==> config.mk <==
export PLATFORM = sky130hd
export DESIGN_NAME = pipe_ctrl_v2
export DESIGN_NICKNAME = d
export VERILOG_FILES = /design/src/rtl/pipe_ctrl_v2.sv
export SDC_FILE = /design/constraint.sdc
export NUM_CORES = 1
export LEC_CHECK = 0
export ABC_AREA = 1
export CAP_MARGIN = 40
export CORE_ASPECT_RATIO = 1.1
export CORE_UTILIZATION = 40
export DETAILED_ROUTE_END_ITERATION = 10
export HOLD_SLACK_MARGIN = 0.1
export PLACE_DENSITY = 0.67
export SETUP_SLACK_MARGIN = 0.05
export SYNTH_ARGS = -nofsm -noshare
export SYNTH_HDL_FRONTEND = slang
export SYNTH_SLANG_ARGS = --single-unit
==> constraint.sdc <==
create_clock -name clk -period 4.2 [get_ports clk]
set_clock_uncertainty 0.15 [all_clocks]
set_input_delay 0.84 -clock clk [delete_from_list [all_inputs] [get_ports clk]]
set_output_delay 0.84 -clock clk [all_outputs]
set_load 0.02 [all_outputs]
==> src/rtl/pipe_ctrl_v2.sv <==
// Pipeline controller: masked per-stage stall merge, exception/eret flush sequencing, stall counters, watchdog.
// Flush rises one cycle after an unblocked redirect; stall bus is combinational and gated off by reset/flush.
module pipe_ctrl_v2 #(
    parameter int                        STAGES     = 7,
    parameter int                        NREQ       = 8,
    parameter logic [NREQ*STAGES-1:0]    REQ_MASK   = '1,
    parameter logic [NREQ-1:0]           BLOCK_MASK = '1,
    parameter int                        FLUSH_LEN  = 1,
    parameter int                        TIMEOUT    = 1024,
    parameter int                        CNT_WD     = 32,
    localparam int                       SELW       = (NREQ > 1) ? $clog2(NREQ) : 1
) (
    input  logic                clk,
    input  logic                rst,
    input  logic [NREQ-1:0]     stallreq,
    input  logic                excp_valid,
    input  logic [31:0]         excp_pc,
    input  logic [SELW-1:0]     rd_sel,
    output logic                flush,
    output logic [31:0]         new_pc,
    output logic [STAGES-1:0]   stall,
    output logic                pend,
    output logic                excp_drop,
    output logic                stall_timeout,
    output logic [CNT_WD-1:0]   rd_data
);

    localparam int WDW = $clog2(TIMEOUT + 1);

    typedef enum logic [1:0] {S_IDLE, S_PEND, S_FLUSH} state_t;

    state_t             state_q;
    logic [3:0]         fcnt_q;
    logic [31:0]        pc_q;
    logic [31:0]        cap_pc_q;
    logic               cap_vld_q;
    logic               flush_q;
    logic               pend_q;
    logic               drop_q;
    logic [31:0]        new_pc_q;
    logic               blocked;
    logic [STAGES-1:0]  stall_mrg;
    logic [CNT_WD-1:0]  cnt_q [NREQ];
    logic [WDW-1:0]     wd_q;
    logic [WDW-1:0]     wd_d;
    logic               to_q;

    assign blocked = |(stallreq & BLOCK_MASK);

    always_comb begin
        stall_mrg = '0;
        for (int i = 0; i < NREQ; i++) begin
            if (stallreq[i]) begin
                stall_mrg = stall_mrg | REQ_MASK[i*STAGES +: STAGES];
            end
        end
        if (rst || flush_q) begin
            stall_mrg = '0;
        end
    end

    // The oldest redirect always wins: a second one arriving while one is queued is dropped.
    always_ff @(posedge clk) begin
        if (rst) begin
            state_q   <= S_IDLE;
            fcnt_q    <= '0;
            pc_q      <= '0;
            cap_pc_q  <= '0;
            cap_vld_q <= 1'b0;
            flush_q   <= 1'b0;
            pend_q    <= 1'b0;
            drop_q    <= 1'b0;
            new_pc_q  <= '0;
        end else begin
            case (state_q)
                S_IDLE: begin
                    if (excp_valid) begin
                        pc_q <= excp_pc;
                        if (blocked) begin
                            state_q <= S_PEND;
                            pend_q  <= 1'b1;
                        end else begin
                            state_q  <= S_FLUSH;
                            flush_q  <= 1'b1;
                            new_pc_q <= excp_pc;
                            fcnt_q   <= 4'(FLUSH_LEN);
                        end
                    end
                end
                S_PEND: begin
                    if (excp_valid) begin
                        drop_q <= 1'b1;
                    end
                    if (!blocked) begin
                        state_q  <= S_FLUSH;
                        pend_q   <= 1'b0;
                        flush_q  <= 1'b1;
                        new_pc_q <= pc_q;
                        fcnt_q   <= 4'(FLUSH_LEN);
                    end
                end
                S_FLUSH: begin
                    if (excp_valid && cap_vld_q) begin
                        drop_q <= 1'b1;
                    end
                    if (fcnt_q <= 4'd1) begin
                        flush_q  <= 1'b0;
                        new_pc_q <= '0;
                        if (cap_vld_q) begin
                            state_q   <= S_PEND;
                            pend_q    <= 1'b1;
                            pc_q      <= cap_pc_q;
                            cap_vld_q <= 1'b0;
                        end else if (excp_valid) begin
                            state_q <= S_PEND;
                            pend_q  <= 1'b1;
                            pc_q    <= excp_pc;
                        end else begin
                            state_q <= S_IDLE;
                        end
                    end else begin
                        fcnt_q <= fcnt_q - 4'd1;
                        if (excp_valid && !cap_vld_q) begin
                            cap_vld_q <= 1'b1;
                            cap_pc_q  <= excp_pc;
                        end
                    end
                end
                default: begin
                    state_q <= S_IDLE;
                    flush_q <= 1'b0;
                    pend_q  <= 1'b0;
                end
            endcase
        end
    end

    always_ff @(posedge clk) begin
        if (rst) begin
            for (int i = 0; i < NREQ; i++) begin
                cnt_q[i] <= '0;
            end
        end else begin
            for (int i = 0; i < NREQ; i++) begin
                if (stallreq[i] && !flush_q && (cnt_q[i] != '1)) begin
                    cnt_q[i] <= cnt_q[i] + CNT_WD'(1);
                end
            end
        end
    end

    always_comb begin
        wd_d = '0;
        if (|stall_mrg) begin
            wd_d = (wd_q == WDW'(TIMEOUT)) ? wd_q : wd_q + WDW'(1);
        end
    end

    always_ff @(posedge clk) begin
        if (rst) begin
            wd_q <= '0;
            to_q <= 1'b0;
        end else begin
            wd_q <= wd_d;
            if (wd_d == WDW'(TIMEOUT)) begin
                to_q <= 1'b1;
            end
        end
    end

    assign flush         = flush_q;
    assign new_pc        = new_pc_q;
    assign stall         = stall_mrg;
    assign pend          = pend_q;
    assign excp_drop     = drop_q;
    assign stall_timeout = to_q;
    assign rd_data       = (int'(rd_sel) < NREQ) ? cnt_q[rd_sel] : '0;

endmodule

After elaboration in Yosys (flattened, before gate mapping)
Memory sizes are Yosys's and may differ from the RTL's.
Index checks and enable logic that the tools add are counted.

word-level totals
  memories = 1
  bits of input ports = 46
  output and inout bits = 75
  RAM bits = 256
  register bits = 118
  logic and storage cells = 170

memories
  memory  words  width  read ports  clocked after memory_dff  wr ports  RTL line  source
  cnt_q   8      32     9           0                         8         43        logic [CNT_WD-1:0] cnt_q [NREQ];

cells by class
  add/subtract/negate cells = 10
  bitwise logic cells = 9
  $lt $le $gt $ge = 1
  reductions and logical operators = 37
  equality and inequality tests = 21
  multiplexer cells = 80

operators with widths
  kind                   count
  $mux 32                15
  $add 32x1->32 const B  8
  $ne 32x32->1 const B   8
  $pmux 32 s3            1
  $pmux 32 s2            1
  $mux 7                 9
  $mux 1                 40
  $eq 11x11->1 const B   2
  $mux 11                2
  $logic_and 1x1->1      18
  $ne 2x2->1 const B     8
  $mux 4                 3
  $pmux 4 s3             1
  $reduce_and 3->1       4
  $add 11x1->11 const B  1
  $reduce_and 5->1       2
  $mux 2                 4
  $or 1x1->1             8
  $reduce_or 8->1        1
  $reduce_or 7->1        1
  $pmux 1 s3             2
  $pmux 2 s3             1
  $reduce_and 2->1       3
  $reduce_bool 2->1      3
  11 further kinds       12

Longest topological paths before layout
  word-level depth = 12
  mapped depth = 12
  depth with buffers taken out = 12

Least setup slack after synthesis
Ideal clock, no wire load.

  path type = reg-to-reg
  from = memory cnt_q[7][0]
  to = memory cnt_q[7][0], enable pin
  setup slack = 0.199 ns
  period minus slack after synthesis = 4.001 ns
  setup time = 0.466 ns
  arrival time = 3.386 ns
  required time = 3.584 ns
  cell stages (with the launch flop) = 9
  buffers on the path = 0
  cells stage by stage = edfxtp_1 -> ha_1 -> nand2_1 -> nor2_1 -> nand2_1 -> inv_1 -> nand3_1 -> nor3_1 -> o21ai_0

RTL lines
  element          RTL line
  start, declared  43

Worst setup path in the final report
  from = input port rd_sel[2]
  to = output port rd_data[22]

on the way
  longest elaborated chain between the ends = 1

RTL lines
  element          RTL line  source
  start, declared  18        input logic [SELW-1:0] rd_sel,
  $mem_v2 8x32     n/a
  end, declared    25        output logic [CNT_WD-1:0] rd_data

Every way passes these cells.

==> results.yml <==
die:
  die_area_sq_um: 61000
  die_x_um: 235.6
  start_util_pct: 40.78
  rows: 93
  core_sq_um: 58880
  die_h_um: 258.9
  io_pins: 121
cts:
  cts_made_buffers: 45
  ctsResizeCount: 1
  cts.sinks: 374
  clock_latency_ps: 590
  post-cts-setup-buffers: 0
  cts_max_level: 2
  clk_pin_slew_ps: 50
  cts_tree: "done"
  clockBufferDepth: 3
  cts_root_buf: "clkbuf_16"
  ctsHoldBuffers: 0
sta:
  hold_ws_ps: 302.4
  finalHoldViolations: 0
  max_slew_margin_pct: 42.46
  fin_crit_ps: 3923
  setup_tns_ps: 0
  worst_pin_slew_ps: 860.1
  rsz0062_at_grt: "false"
  worst_slack_ps: 277.3
  max_freq_ghz: 0.2549
  drv_slew: 0
  fin_crit_sh_pct: 93.40
  setup_viol: 0
pwr:
  powerDensity_nw_per_um2: 499.7
  finalPower_mw: 13.75
  internal_power_mw: 8.632
  sw_frac_of_total_pct: 37.23
  power.switching_mw: 5.121
  p_comb_share_pct: 28.6
  p_leak_nw: 9.883
  power_frac_seq_pct: 41.4
  irDropWorstVdd_uv: 496.6
  clock_power_share_pct: 30.1
grt:
  track_usage_pct: 24.55
  grt_pass1_wl_um: 118300
  grt_max_degree: 71
  grt_overflow: 0
  antenna_found_initial: 5
  grt_pass1_vias: 20880
setup_path:
  path_common_cell: "clkdlybuf4s50_1"
  critical_path_class: "in2out"
  worst_setup_path_end_kind: "primary output"
  cp_data_required_time_ps: 3210
  crit_slowest_cell: "clkdlybuf4s50_1"
  worstSetupStartpointType: "primary input"
  critical-path-max-stage-delay_ps: 580
  cp_cell_sequence: "clkdlybuf4s50_1, inv_1, buf_12, a221oi_1, a31oi_1, clkdlybuf4s50_1"
  arrival_ps: 2930
  worstPathMaxFanout: 57
finish:
  diodes: 0
  nets: 3408
  drive_gt1_share_pct: 8.102
  final_area_sq_um: 27520
  num-fill-cells: 5920
  area_growth_pct: 14.63
routing:
  viasPerCell: 5.522
  drt_iter0_drc: 2453
  wl_per_cell_um: 18.42
  wl_um: 76290
  ant_nets: 0
  first_pass_iters: 5
  drc_errors: 0
  num_vias: 22870
synthesis:
  synth_top_area_share_pct: 32.02
  synth_area_leaders: "edfxtp_1 (32%), dfxtp_1 (9.8%), nand2_1 (9.7%)"
  syn_avg_cell_area_sq_um: 7.342
  synth_seq_cells: 374
  postSynthCellCount: 3270
  async_flop_share_pct: 0
  synth.most_common_cell: "nand2_1"
  ys_types: 52
  synth_warnings: 0
  synth-edff-count: 256
  synth.yosys.seq_area_share_pct: 41.86
  synth_area_sq_um: 24010
  synth_common_cells: "nand2_1 (623), inv_1 (425), a21oi_1 (367)"
  synth_ff_type: "edfxtp_1"
  synth_top_cell_by_area: "edfxtp_1"
  synth_fp_nets: 3332
placed_design:
  placed_area_sq_um: 25970
  io_buffers: 120
  hpwl_um: 56680
  gp_congestion: 0.9898
  dp_slack_ps: 20.03
job:
  drv_cap: 0
run_status:
  status: "completed"
hold_path:
  min-delay-path-class: "reg2reg"
critical path: cells and delay by family:
| kind | cells | cell delay, ps |
|---|---|---|
| compound gates | 2 | 700 |
| buf+inv | 4 | 1380 |
power by group through the flow:
stage          Combinational (mW)  Clock, mW  Sequential [mW]
2_1_floorplan                2.54          0             5.51
3_3_place_gp                 3.80          0             5.73
3_5_place_dp                 3.88          0             5.72
4_1_cts                      3.91       4.21             5.66
5_1_grt                      4.32       4.34             5.78
6_report                     3.93       4.14             5.69
metal layers:
metal | track usage [%] | wire [um]
met5 | 0 | 36
met3 | 5.072 | 7262
met1 | 33.02 | 32590
met4 | 9.005 | 2798
met2 | 38.95 | 33600
worst paths after layout:
check	from	to	slack [ps]	cells past startpoint
hold / removal	cap_pc_q[0]	cap_pc_q[0]	300	2
setup / recovery	rd_sel[2]	rd_data[22]	280	6
setup reg to reg	cnt_q[2][0]	cnt_q[2][27]	1330	11
hold reg to reg	cap_pc_q[0]	cap_pc_q[0]	300	2
state kept, by name (all words and copies together) (netlist names):
register / flops
cnt_q: 256
cap_pc_q: 32
new_pc: 32
pc_q: 32
wd_q: 11
fcnt_q: 4
state_q: 2
cap_vld_q: 1
excp_drop: 1
flush: 1
pend: 1
stall_timeout: 1
cell families after synthesis:
family / count (synthesis) / share of synthesized area [%]
xor gates and xnor gates: 60 / 2.189
buffers and inverters: 587 / 9.834
adders and majority gates: 16 / 0.8338
and+or+nand+nor: 1501 / 29.26
DFF: 374 / 41.86
AOI/OAI and AO/OA: 732 / 16.02
layout make-up:
class	count	area [sq um]	share of cell area, %
Multi-Input combinational cell	2309	11610	42.17
Sequential cell	374	10050	36.52
Timing Repair Buffer	170	1699	6.174
Inverter	446	1675	6.087
Clock buffer	58	1209	4.392
Tap cell	760	950.9	3.455
Clock inverter	25	331.6	1.205
stage by stage:
stage / utilization [%] / instances
after floorplan: - / 3270
after global placement: 43.91 / 4053
after detailed placement: 44.11 / 4058
after CTS: 46.73 / 4141
after global routing: 46.74 / 4142
final: 46.74 / 4142
cells in the final DEF (no fill, tap or decap), drive strengths merged, types with 59 or more instances in the layout:
cell type,count
nand4,115
nor3,143
nand2,631
nor2,381
clkbuf,59
dfxtp,118
a21oi,372
nand3,124
clkdlybuf4s50,116
inv,446
o21ai,270
edfxtp,256
Power figures use the tool's default switching activity.
